==> src/rtl/instr_encoder_if.sv <==
// instr_encoder_if
//   Bundles the request side, the FIFO output side and the status outputs of
//   instr_encoder. The producer/consumer uses the master modport and the
//   encoder uses the slave modport.
//   Request : flush, in_valid/in_ready, in_op, in_rs, in_rt, in_rd, in_shamt, in_imm
//   Output  : out_valid/out_ready, out_instr
//   Status  : level (occupancy), err_count (saturating invalid-op count)
interface instr_encoder_if #(parameter int DEPTH = 4);
  localparam int LW = $clog2(DEPTH) + 1;

  logic          flush;
  logic          in_valid;
  logic          in_ready;
  logic [3:0]    in_op;
  logic [4:0]    in_rs;
  logic [4:0]    in_rt;
  logic [4:0]    in_rd;
  logic [4:0]    in_shamt;
  logic [15:0]   in_imm;
  logic          out_valid;
  logic          out_ready;
  logic [31:0]   out_instr;
  logic [LW-1:0] level;
  logic [7:0]    err_count;

  modport master (
    output flush, in_valid, in_op, in_rs, in_rt, in_rd, in_shamt, in_imm, out_ready,
    input  in_ready, out_valid, out_instr, level, err_count
  );

  modport slave (
    input  flush, in_valid, in_op, in_rs, in_rt, in_rd, in_shamt, in_imm, out_ready,
    output in_ready, out_valid, out_instr, level, err_count
  );
endinterface

==> src/rtl/instr_encoder.sv <==
// instr_encoder
//   Packs operation requests into 32-bit MIPS words (ADD SUB AND OR SLT SLL
//   SRL SRA ADDI LW SW BEQ) and queues them in a DEPTH-entry FIFO. Invalid
//   opcodes (12-15) are accepted, dropped and counted in err_count.
//   clk   : rising-edge clock
//   rst_n : asynchronous active-low reset
//   bus   : instr_encoder_if slave (request, FIFO output, level, err_count)
module instr_encoder #(
  parameter int DEPTH = 4
) (
  input  logic           clk,
  input  logic           rst_n,
  instr_encoder_if.slave bus
);
  localparam int AW = $clog2(DEPTH);

  localparam logic [3:0] OP_ADD  = 4'd0,  OP_SUB = 4'd1,  OP_AND = 4'd2,  OP_OR  = 4'd3;
  localparam logic [3:0] OP_SLT  = 4'd4,  OP_SLL = 4'd5,  OP_SRL = 4'd6,  OP_SRA = 4'd7;
  localparam logic [3:0] OP_ADDI = 4'd8,  OP_LW  = 4'd9,  OP_SW  = 4'd10, OP_BEQ = 4'd11;

  logic [31:0] word;
  logic        op_ok;

  logic [AW:0] wptr_q, wptr_d, rptr_q, rptr_d;
  logic [7:0]  err_q, err_d;
  logic [31:0] mem_q [DEPTH];

  logic full, empty, accept, push, pop;

  // Encoder: R-type ignores imm; shifts force rs=0, other R-type force shamt=0;
  // I-type ignores rd/shamt.
  always_comb begin
    word  = '0;
    op_ok = 1'b1;
    case (bus.in_op)
      OP_ADD:  word = {6'h00, bus.in_rs, bus.in_rt, bus.in_rd, 5'd0, 6'h20};
      OP_SUB:  word = {6'h00, bus.in_rs, bus.in_rt, bus.in_rd, 5'd0, 6'h22};
      OP_AND:  word = {6'h00, bus.in_rs, bus.in_rt, bus.in_rd, 5'd0, 6'h24};
      OP_OR:   word = {6'h00, bus.in_rs, bus.in_rt, bus.in_rd, 5'd0, 6'h25};
      OP_SLT:  word = {6'h00, bus.in_rs, bus.in_rt, bus.in_rd, 5'd0, 6'h2A};
      OP_SLL:  word = {6'h00, 5'd0, bus.in_rt, bus.in_rd, bus.in_shamt, 6'h00};
      OP_SRL:  word = {6'h00, 5'd0, bus.in_rt, bus.in_rd, bus.in_shamt, 6'h02};
      OP_SRA:  word = {6'h00, 5'd0, bus.in_rt, bus.in_rd, bus.in_shamt, 6'h03};
      OP_ADDI: word = {6'h08, bus.in_rs, bus.in_rt, bus.in_imm};
      OP_LW:   word = {6'h23, bus.in_rs, bus.in_rt, bus.in_imm};
      OP_SW:   word = {6'h2B, bus.in_rs, bus.in_rt, bus.in_imm};
      OP_BEQ:  word = {6'h04, bus.in_rs, bus.in_rt, bus.in_imm};
      default: op_ok = 1'b0;
    endcase
  end

  // Extra pointer MSB distinguishes full (MSBs differ, index equal) from empty.
  assign empty = (wptr_q == rptr_q);
  assign full  = (wptr_q[AW] != rptr_q[AW]) && (wptr_q[AW-1:0] == rptr_q[AW-1:0]);

  assign bus.in_ready  = !full;
  assign bus.out_valid = !empty;
  assign bus.out_instr = mem_q[rptr_q[AW-1:0]];
  assign bus.level     = wptr_q - rptr_q;
  assign bus.err_count = err_q;

  // A flush cycle discards the request entirely, including its error count.
  assign accept = bus.in_valid && !full && !bus.flush;
  assign push   = accept && op_ok;
  assign pop    = bus.out_ready && !empty && !bus.flush;

  always_comb begin
    wptr_d = wptr_q;
    rptr_d = rptr_q;
    err_d  = err_q;
    if (bus.flush) begin
      wptr_d = '0;
      rptr_d = '0;
    end else begin
      if (push) wptr_d = wptr_q + 1'b1;
      if (pop)  rptr_d = rptr_q + 1'b1;
    end
    if (accept && !op_ok && err_q != 8'hFF) err_d = err_q + 8'd1;
  end

  always_ff @(posedge clk or negedge rst_n) begin
    if (!rst_n) begin
      wptr_q <= '0;
      rptr_q <= '0;
      err_q  <= '0;
    end else begin
      wptr_q <= wptr_d;
      rptr_q <= rptr_d;
      err_q  <= err_d;
    end
  end

  // Storage needs no reset; contents are only visible while out_valid.
  always_ff @(posedge clk) begin
    if (push) mem_q[wptr_q[AW-1:0]] <= word;
  end
endmodule

==> src/flat_wrapper.sv <==
// flat-port wrapper written by rule: the top's interface ports become plain ports
module instr_encoder_flat 
#(
  parameter int DEPTH = 4
)
  (clk, rst_n, bus_flush, bus_in_valid, bus_in_op, bus_in_rs, bus_in_rt, bus_in_rd, bus_in_shamt, bus_in_imm, bus_out_ready, bus_in_ready, bus_out_valid, bus_out_instr, bus_level, bus_err_count);
  instr_encoder_if #(.DEPTH(DEPTH)) bus_i ();
  input  logic clk;
  input  logic rst_n;
  input wire logic [$bits(bus_i.flush)-1:0] bus_flush;
  input wire logic [$bits(bus_i.in_valid)-1:0] bus_in_valid;
  input wire logic [$bits(bus_i.in_op)-1:0] bus_in_op;
  input wire logic [$bits(bus_i.in_rs)-1:0] bus_in_rs;
  input wire logic [$bits(bus_i.in_rt)-1:0] bus_in_rt;
  input wire logic [$bits(bus_i.in_rd)-1:0] bus_in_rd;
  input wire logic [$bits(bus_i.in_shamt)-1:0] bus_in_shamt;
  input wire logic [$bits(bus_i.in_imm)-1:0] bus_in_imm;
  input wire logic [$bits(bus_i.out_ready)-1:0] bus_out_ready;
  output wire logic [$bits(bus_i.in_ready)-1:0] bus_in_ready;
  output wire logic [$bits(bus_i.out_valid)-1:0] bus_out_valid;
  output wire logic [$bits(bus_i.out_instr)-1:0] bus_out_instr;
  output wire logic [$bits(bus_i.level)-1:0] bus_level;
  output wire logic [$bits(bus_i.err_count)-1:0] bus_err_count;
  assign bus_i.flush = bus_flush;
  assign bus_i.in_valid = bus_in_valid;
  assign bus_i.in_op = bus_in_op;
  assign bus_i.in_rs = bus_in_rs;
  assign bus_i.in_rt = bus_in_rt;
  assign bus_i.in_rd = bus_in_rd;
  assign bus_i.in_shamt = bus_in_shamt;
  assign bus_i.in_imm = bus_in_imm;
  assign bus_i.out_ready = bus_out_ready;
  assign bus_in_ready = bus_i.in_ready;
  assign bus_out_valid = bus_i.out_valid;
  assign bus_out_instr = bus_i.out_instr;
  assign bus_level = bus_i.level;
  assign bus_err_count = bus_i.err_count;
  instr_encoder #(.DEPTH(DEPTH)) u_core (.clk(clk), .rst_n(rst_n), .bus(bus_i));
endmodule
==> config.mk <==
export PLATFORM = sky130hd
export DESIGN_NAME = instr_encoder_flat
export DESIGN_NICKNAME = d
export VERILOG_FILES = /design/src/rtl/instr_encoder_if.sv /design/src/rtl/instr_encoder.sv /design/src/flat_wrapper.sv
export SDC_FILE = /design/constraint.sdc
export NUM_CORES = 1
export LEC_CHECK = 0
export CORE_ASPECT_RATIO = 1.75
export CORE_MARGIN = 2
export CORE_UTILIZATION = 27
export CTS_CLUSTER_DIAMETER = 50
export DETAILED_ROUTE_END_ITERATION = 8
export DONT_BUFFER_PORTS = 1
export PLACE_DENSITY = 0.44
export SLEW_MARGIN = 20
export SYNTH_ARGS = -nofsm -noshare
export SYNTH_HDL_FRONTEND = slang
export SYNTH_SLANG_ARGS = --single-unit
==> constraint.sdc <==
create_clock -name clk -period 2.8 [get_ports clk]
set_input_delay 0.56 -clock clk [delete_from_list [all_inputs] [get_ports clk]]
set_output_delay 0.56 -clock clk [all_outputs]
set_load 0.02 [all_outputs]
==> results of run 1 <==
[Yosys cell counts, types with 2 or more instances]
master / number / area (um2)
nand3_1: 5 / 25.0
edfxtp_1: 116 / 3480
o21ai_0: 8 / 40.0
dfrtp_1: 14 / 350
nor2_1: 10 / 37.5
nor3_2: 2 / 20.0
mux2i_1: 4 / 40.0
mux4_2: 29 / 653
buf_4: 3 / 22.5
and2_1: 14 / 87.6
xnor2_1: 4 / 35.0
nand4_1: 2 / 12.5
a22o_1: 6 / 52.6
buf_1: 3 / 11.3
buf_2: 4 / 20.0
nand2b_1: 3 / 18.8
o31ai_1: 2 / 15.0
nor3_1: 2 / 10.0
xor2_1: 7 / 61.3
inv_1: 15 / 56.3
nand2_1: 12 / 45.0
ha_1: 8 / 100
nor2b_1: 6 / 37.5
mux2_4: 3 / 45.0
clkbuf_1: 2 / 7.51
[power by group through the flow]
stage | registers, uW | clock network, uW | logic (uW)
floorplan | 2340 | 0 | 666
global placement | 2360 | 0 | 837
detailed placement | 2370 | 0 | 841
CTS | 2330 | 2110 | 848
global route | 2340 | 2180 | 884
finish | 2330 | 2060 | 815
[metal layers]
layer	wire (um)	vias up	part of all wire (%)	GRT usage [%]
li1	-	1181	-	-
met5	0	-	0	0
met4	165	0	1.4	4.46
met3	514	7	4.4	3.90
met1	4590	1359	39	12.0
met2	6480	69	55	21.3
[worst max path at each step]
| stage | startpoint | end | slack [ns] | cells past startpoint |
|---|---|---|---|---|
| floorplan | u_core.rptr_q[1] | u_core.mem_q[0][0] | 0.02 | 6 |
| global placement | u_core.wptr_q[0] | bus_level[2] | 0.63 | 4 |
| detailed placement | u_core.wptr_q[0] | u_core.mem_q[0][7] | 0.61 | 6 |
| CTS | u_core.wptr_q[0] | bus_level[2] | 0.18 | 4 |
| global route | u_core.wptr_q[0] | bus_level[2] | 0.11 | 4 |
| finish | u_core.wptr_q[0] | bus_level[2] | 0.20 | 4 |
[cell usage in the layout, fill, tap and decap left out, types with 5 or more instances in the layout]
cell / synthesis / final
edfxtp_1: 116 / 116
mux4_2: 29 / 29
clkbuf_16: 0 / 17
inv_1: 15 / 15
nand2_1: 12 / 12
dfrtp_1: 14 / 12
and2_1: 14 / 11
nor2_1: 10 / 10
o21ai_0: 8 / 8
ha_1: 8 / 8
xor2_1: 7 / 7
nor2b_1: 6 / 6
a22o_1: 6 / 6
nand3_1: 5 / 5
clkinv_2: 0 / 5
buf_12: 0 / 5
[flip-flops by register name, indices dropped and copies added, names as in the netlist]
name / cells
u_core.wptr_q: 3
u_core.mem_q: 116
u_core.rptr_q: 3
u_core.bus.err_count: 8
[through the flow]
| stage | hold WS, ns | power, uW |
|---|---|---|
| floorplan | 0.264 | 3010 |
| global placement | 0.265 | 3200 |
| detailed placement | 0.265 | 3210 |
| CTS | 0.187 | 5290 |
| global route | 0.190 | 5400 |
| finish | 0.213 | 5200 |
[cell type report]
cell class | instances | area, um2 | area share [%]
Multi-Input combinational cell | 140 | 1480 | 23.2
Sequential cell | 130 | 3840 | 60.3
Clock buffer | 19 | 433 | 6.81
Inverter | 15 | 56.3 | 0.885
Tap cell | 245 | 307 | 4.82
Clock inverter | 13 | 119 | 1.87
Timing Repair Buffer | 9 | 133 | 2.09
[logic make-up (layout without fill, tap and decap cells)]
family,Yosys count,count (layout)
simple gates,61,61
buf+inv,27,56
mux,36,36
other cells,1,1
xor+xnor,12,12
compound gates,21,21
fa+ha+maj,9,9
flops,130,130
==> parameters.txt, run 1 <==
Parameter                              Value

Status
  Status    completed

Worst setup path
  CP Max Fanout    5
  Worst flop-to-flop path endpoint    u_core.mem_q[1][23]
  Cell with the largest stage delay on the worst path    xnor2_1
  Kind of start point of the critical path    flop
  Cell family contributing the most delay on the critical path    adder cells
  Cell-by-cell listing of the critical path    inv_1 > ha_1 > fa_1 > xnor2_1
  Largest stage delay on the critical path    around 0.48 ns
  Number of buffers and inverters on the critical path    1
  Worst Reg2Reg Path Length in Cells    6
  Category of the worst setup path capture point    output pin
  Crit Path Category    flop to output pin
  Setup slack of the worst register-to-register path    around 0.64 ns
  Required @ worst endpoint    2.24 ns
  Critical register-to-register path startpoint    u_core.wptr_q[0]
  Worst Path Arrival    approximately 2 ns

Clock network
  Clock tree from TritonCTS    yes
  Clock root buffer    clkbuf_16
  Cts hold-fix bufs    1
  CTS H-tree lvls    4
  Maximum buffer depth of the clock tree    2
  Setup fix buffers added after clock tree synthesis    0
  Number of buffers added by the clock tree synthesis step    17
  Num Clock Sinks    130
  Post_cts resized    0
  Clk_lat worst skew    between 0.4 and 0.5 ns
  CTS clk-pin slew, worst paths    ~0.060 ns

Cells and area
  Final Util    between 30% and 40%
  NumNets Final    roughly 370
  Fillers    between 1.5k and 2k
  Synth-to-Final Area Change    17.3%
  Count of antenna diodes in the layout    0
  Area of all placed cells without fillers    about 6400 um2
  Fin cells    roughly 570
  Share of cells above drive strength 1    a little under a quarter

Synthesis
  Count of mapped cells out of synthesis    approximately 300
  Post-synthesis mux area share    a little over an eighth
  Proportion of synthesized flip-flops having asynchronous set or reset    between 10% and 20%
  Number of flip-flops and latches in the synthesized netlist    130
  Compound-Gate Fraction of Synth Area    between 2 and 3%
  Area share of fa/ha/maj cells after synthesis    between 2 and 2.5%
  Combinational family with the most area after synthesis    multiplexers
  Simple logic cell fraction of the synthesized area    6.18%
  Number of enable flip-flop cells after synthesis    about 120
  Area of the mapped netlist    between 5000 and 6000 um2
  Nets in the synthesized netlist    351
  Post-synthesis average cell area    approximately 18 um2
  XOR/XNOR Fraction of Synth Area    roughly 2.1%
  Sequential cell area fraction in the yosys report    70.7%
  Synthesis Warnings    0
  Distinct cells, synth    38
  Ys flop type    edfxtp_1

Hold path
  Worst Hold Depth    1
  Class of the worst hold path    input pin to flop
  Startpoint of the worst hold path    bus_flush
  Terminating pin of the worst hold path    u_core.wptr_q[2]

Pwr
  Cell-internal power    between 3000 and 4000 uW
  Clock share of power    between 30% and 40%
  Leakage power    0.00213 uW
  Part of the power in combinational logic    15.7%
  Share of power burned in registers    between 40% and 50%
  IR Drop Worst-Case VDD    468 uV
  Switching Fraction    a little over a quarter
  Switching power summed over all nets    about 1400 uW
  P per Cell Area    slightly above 800 nW/um2

STA
  Clock skew after layout    0.00541 ns
  Final period demand of the worst path    between 2 and 3 ns
  Endpoints failing hold    0
  Headroom to the max-slew limit    around 54%
  Least setup slack across all paths after layout    between 0.2 and 0.25 ns
  Aggregate negative setup slack    0 ns
  Maximum operating frequency    ~390 MHz
  Final-report max-slew violation count    0
  Slew @ Worst Pin    approximately 0.68 ns
  Final count of negative-setup-slack endpoints    0
  Unrepaired setup endpoints after global routing    no
  Period utilisation layout    between 90 and 100%

Routing
  Routed wirelength normalized by instance count    between 20 and 25 um
  DRC violations left    0
  Antenna violation net count after detailed routing    0
  Via count of the routed design    2616
  DRT iter0 DRCs    123
  Number of detailed-route iterations in the first pass    4
  Sum of routed wire length over all layers    ~12000 um
  Via density per instance    around 4.6

Placement
  Port Buffers    0
  Weighted congestion reported at the end of routability-driven placement    approximately 0.7
  # placed instances    between 500 and 600
  Final HPWL DP    slightly below 8000 um
  Post-place setup slack    0.612 ns
  Cell area after placement    about 5800 um2

Floorplanning
  Die W    between 100 and 150 um
  Die ar.    about 21000 um2
  Number of ports placed on the die boundary    90
  Placeable Area    19700 um2
  Starting Density    a little over a quarter
  Site Rows    between 60 and 70
  Die Y-Extent    approximately 190 um

Global routing
  Initial antenna violation count    0
  First-pass GRT wire length    between 15000 and 20000 um
  Pin count of the biggest net entering global routing    32
  Global route total overflow    0
  Global routing usage summed across all routing layers    a little under an eighth
  Via count of the first global-routing pass    between 2k and 3k

Flow run
  Max capacitance violation total    0
(Power assumes the default switching activity.)
==> run 2: changes to the inputs <==
- ABC_AREA: unset -> 1
==> run 2 against run 1 <==
The run now ends with design-rule violations left. Worst setup slack better by 0.014 ns. Die area is 3.7% higher. Clock skew is 0.0058 ns higher. Area after synthesis is 3.8% higher. Synthesized cell count is 63% higher. Routed wire length is 12% higher. Final area is 6.6% higher. Clock power is 5% higher. Critical path depth is 1 higher. Sequential power hardly changed. First-iteration DRC count is 3.3% lower. Hold slack better by 0.084 ns.
==> parameters.txt, run 2 <==
Parameter                              Value

Status
  Status    finished with violations (was completed)
  Violations in the final reports    design-rule violations

Clock network
  CTS clk-pin slew, worst paths    0.06 ns (about the same)
  CTS H-tree lvls    4 (unchanged)
  Clock tree from TritonCTS    yes (unchanged)
  Clk_lat worst skew    0.41 ns (about the same)
  Maximum buffer depth of the clock tree    2 (unchanged)
  Number of buffers added by the clock tree synthesis step    17 (unchanged)
  Num Clock Sinks    130 (unchanged)
  Clock root buffer    clkbuf_16 (unchanged)

Worst setup path
  Required @ worst endpoint    2.24 ns (about the same)
  CP Max Fanout    26 (was 5)
  Kind of start point of the critical path    flop (unchanged)
  Cell-by-cell listing of the critical path    inv_2 > buf_4 > o21ai_0 > o22ai_2 > buf_12 (was inv_1 > ha_1 > fa_1 > xnor2_1)
  Largest stage delay on the critical path    0.43 ns (was 0.48 ns)
  Cell with the largest stage delay on the worst path    dfrtp_2 (was xnor2_1)
  Crit Path Category    flop to output pin (unchanged)
  Worst Path Arrival    2.02 ns (was 2.04 ns)
  Category of the worst setup path capture point    output pin (unchanged)

Routing
  DRT iter0 DRCs    119 (was 123)
  DRC violations left    5 (was 0)
  Number of detailed-route iterations in the first pass    8 (was 4)
  Routed wirelength normalized by instance count    16.9 um (was 20.6 um)
  Antenna violation net count after detailed routing    0 (unchanged)
  Sum of routed wire length over all layers    13200 um (was 11700 um)
  Via density per instance    4.65 (was 4.58)
  Via count of the routed design    3632 (was 2616)

STA
  Slew @ Worst Pin    0.706 ns (was 0.680 ns)
  Unrepaired setup endpoints after global routing    no (unchanged)
  Period utilisation layout    92.2% (was 92.7%)
  Maximum operating frequency    387 MHz (was 385 MHz)
  Final-report max-slew violation count    0 (unchanged)
  Endpoints failing hold    0 (unchanged)
  Headroom to the max-slew limit    52.8% (was 54.3%)
  Aggregate negative setup slack    0 ns (unchanged)
  Final period demand of the worst path    2.58 ns (was 2.60 ns)
  Clock skew after layout    0.0112 ns (was 0.00541 ns)
  Final count of negative-setup-slack endpoints    0 (unchanged)

Placement
  Weighted congestion reported at the end of routability-driven placement    0.764 (was 0.714)
  Port Buffers    0 (unchanged)
  Final HPWL DP    8600 um (was 7800 um)

Pwr
  IR Drop Worst-Case VDD    526 uV (was 468 uV)
  P per Cell Area    967 nW/um2 (was 817 nW/um2)
  Leakage power    0.00255 uW (was 0.00213 uW)
  Total chip power    6550 uW (was 5200 uW)

Global routing
  Via count of the first global-routing pass    3815 (was 2932)
  Global route total overflow    0 (unchanged)
  Initial antenna violation count    0 (unchanged)
  First-pass GRT wire length    20600 um (was 17700 um)
  Global routing usage summed across all routing layers    12.5% (was 11.5%)
  Pin count of the biggest net entering global routing    61 (was 32)

Synthesis
  Proportion of synthesized flip-flops having asynchronous set or reset    10.8% (unchanged)
  Leading area contributor after synthesis    edfxtp_1 (unchanged)
  Count of mapped cells out of synthesis    484 (was 297)
  Top post-synthesis cells by count    edfxtp_1, nor2_1, o21ai_0 (was edfxtp_1, mux4_2, inv_1)
  Most area-consuming cells after synthesis    edfxtp_1, dfrtp_1, o21ai_0, nor2_1, nand2_1 (was edfxtp_1, mux4_2, dfrtp_1, ha_1, and2_1)
  Synthesis Warnings    0 (unchanged)
  Post-synthesis average cell area    11.6 um2 (was 18.3 um2)
  Distinct cells, synth    30 (was 38)
  Area of the mapped netlist    5630 um2 (was 5420 um2)
  Number of flip-flops and latches in the synthesized netlist    130 (unchanged)
  Ys flop type    edfxtp_1 (unchanged)
  Nets in the synthesized netlist    538 (was 351)
  Leading cell type by number of instances after synthesis    edfxtp_1 (unchanged)
  Area share of the largest cell type after synthesis    61.9% (was 64.2%)
  Sequential cell area fraction in the yosys report    68.1% (was 70.7%)
  Number of enable flip-flop cells after synthesis    116 (unchanged)

Floorplanning
  Starting Density    27.6% (was 27.5%)
  Die Y-Extent    195 um (was 191 um)
  Die ar.    22100 um2 (was 21300 um2)
  Placeable Area    20400 um2 (was 19700 um2)
  Die W    113 um (was 111 um)
  Number of ports placed on the die boundary    90 (unchanged)
  Site Rows    69 (was 68)

Cells and area
  Most common cell after layout, fill and taps aside    edfxtp_1 (unchanged)
  Final Util    33.3% (was 32.2%)
  Synth-to-Final Area Change    20.3% (was 17.3%)
  Count of antenna diodes in the layout    0 (unchanged)
  Top library cells by usage in the layout, fill and taps aside    edfxtp_1, nor2_1, o21ai_0 (was edfxtp_1, mux4_2, clkbuf_16)
  Max reg flops    116 (unchanged)
  NumNets Final    574 (was 367)
  Fillers    2035 (was 1947)
  Share of cells above drive strength 1    16.9% (was 23.9%)

Hold path
  Class of the worst hold path    input pin to flop (unchanged)

Flow run
  Max capacitance violation total    0 (unchanged)
==> run 2: changes by cell type after synthesis, moves of 4 or more <==
cell	change
nor2_1	+74
o21ai_0	+59
nand2_1	+46
mux4_2	-29
o22ai_1	+28
inv_1	+24
and2_1	-14
clkbuf_1	+11
nand3_1	+7
nor2b_1	-6
mux2i_1	-4
==> run 2: metrics by stage <==
stage | hold WS (ns) | setup WS [ns] | instances | cell area [um2]
after floorplan | 0.264 | -0.301 | 484 | 5630
after global placement | 0.265 | 0.451 | 748 | 6180
after detailed placement | 0.265 | 0.380 | 748 | 6180
after CTS | 0.281 | 0.128 | 781 | 6770
after global routing | 0.301 | 0.0964 | 781 | 6780
final | 0.297 | 0.219 | 781 | 6780
==> run 2: power breakdown <==
| part | total (uW) | internal [uW] | switching, uW | leakage (uW) |
|---|---|---|---|---|
| clock network | 2160 | 1320 | 842 | 0.000278 |
| registers | 2310 | 2230 | 86.3 | 0.00125 |
| logic | 2080 | 711 | 1370 | 0.00102 |
| total | 6550 | 4260 | 2300 | 0.00255 |
==> run 2: worst paths after layout <==
check	cells after the start	slack [ns]	to	start
setup / recovery	5	0.22	bus_out_instr[31]	u_core.rptr_q[0]
hold / removal	3	0.30	u_core.wptr_q[2]	bus_flush
setup reg to reg	8	0.39	u_core.mem_q[3][28]	u_core.wptr_q[0]
hold reg to reg	1	0.54	u_core.wptr_q[0]	u_core.wptr_q[0]
max in group asynchronous	1	1.68	u_core.rptr_q[0]	rst_n
min in group asynchronous	1	0.64	u_core.wptr_q[0]	rst_n
==> run 2: critical path, delay by kind of cell, from the launching register on <==
kind | cells | cell delay (ns)
flip-flops | 1 | 0.43
buffers and inverters | 3 | 0.77
AO/OA/AOI/OAI | 2 | 0.40
==> run 2: kinds of logic after synthesis <==
logic type                 after synthesis  synth area share (%)
DFF                                    130                  68.1
and+or+nand+nor                        165                  13.1
adders and majority gates                9                  2.13
AOI/OAI and AO/OA                      106                  10.5
xor gates and xnor gates                 7                  1.09
other                                    1                0.0666
buffers and inverters                   66                  5.04
==> run 2: repair_timing <==
item / 4_1_cts / 5_1_grt
gates resized for setup: 0 / 1
hold buffers: 1 / 0
hold endpoints to repair: 14 / 0
setup buffers: 0 / 0
endpoints found under the setup margin: 0 / 1
==> run 2: area by class of cell <==
| type | instances | area (um2) | area share (%) |
|---|---|---|---|
| well taps | 248 | 310 | 4.58 |
| multi-input cells | 288 | 1550 | 22.9 |
| inverters | 43 | 166 | 2.46 |
| flip-flops and latches | 130 | 3830 | 56.6 |
| clock buffers | 18 | 429 | 6.33 |
| clock inverters | 14 | 154 | 2.27 |
| repair buffers | 40 | 332 | 4.89 |
==> run 2: layer usage <==
metal / vias to the layer above / GRT usage (%) / part of all wire [%]
met4: 0 / 5.83 / 2.5
li1: 1759 / - / -
met1: 1754 / 13.2 / 38
met5: - / 0 / 0
met3: 21 / 4.56 / 7.0
met2: 98 / 21.8 / 52
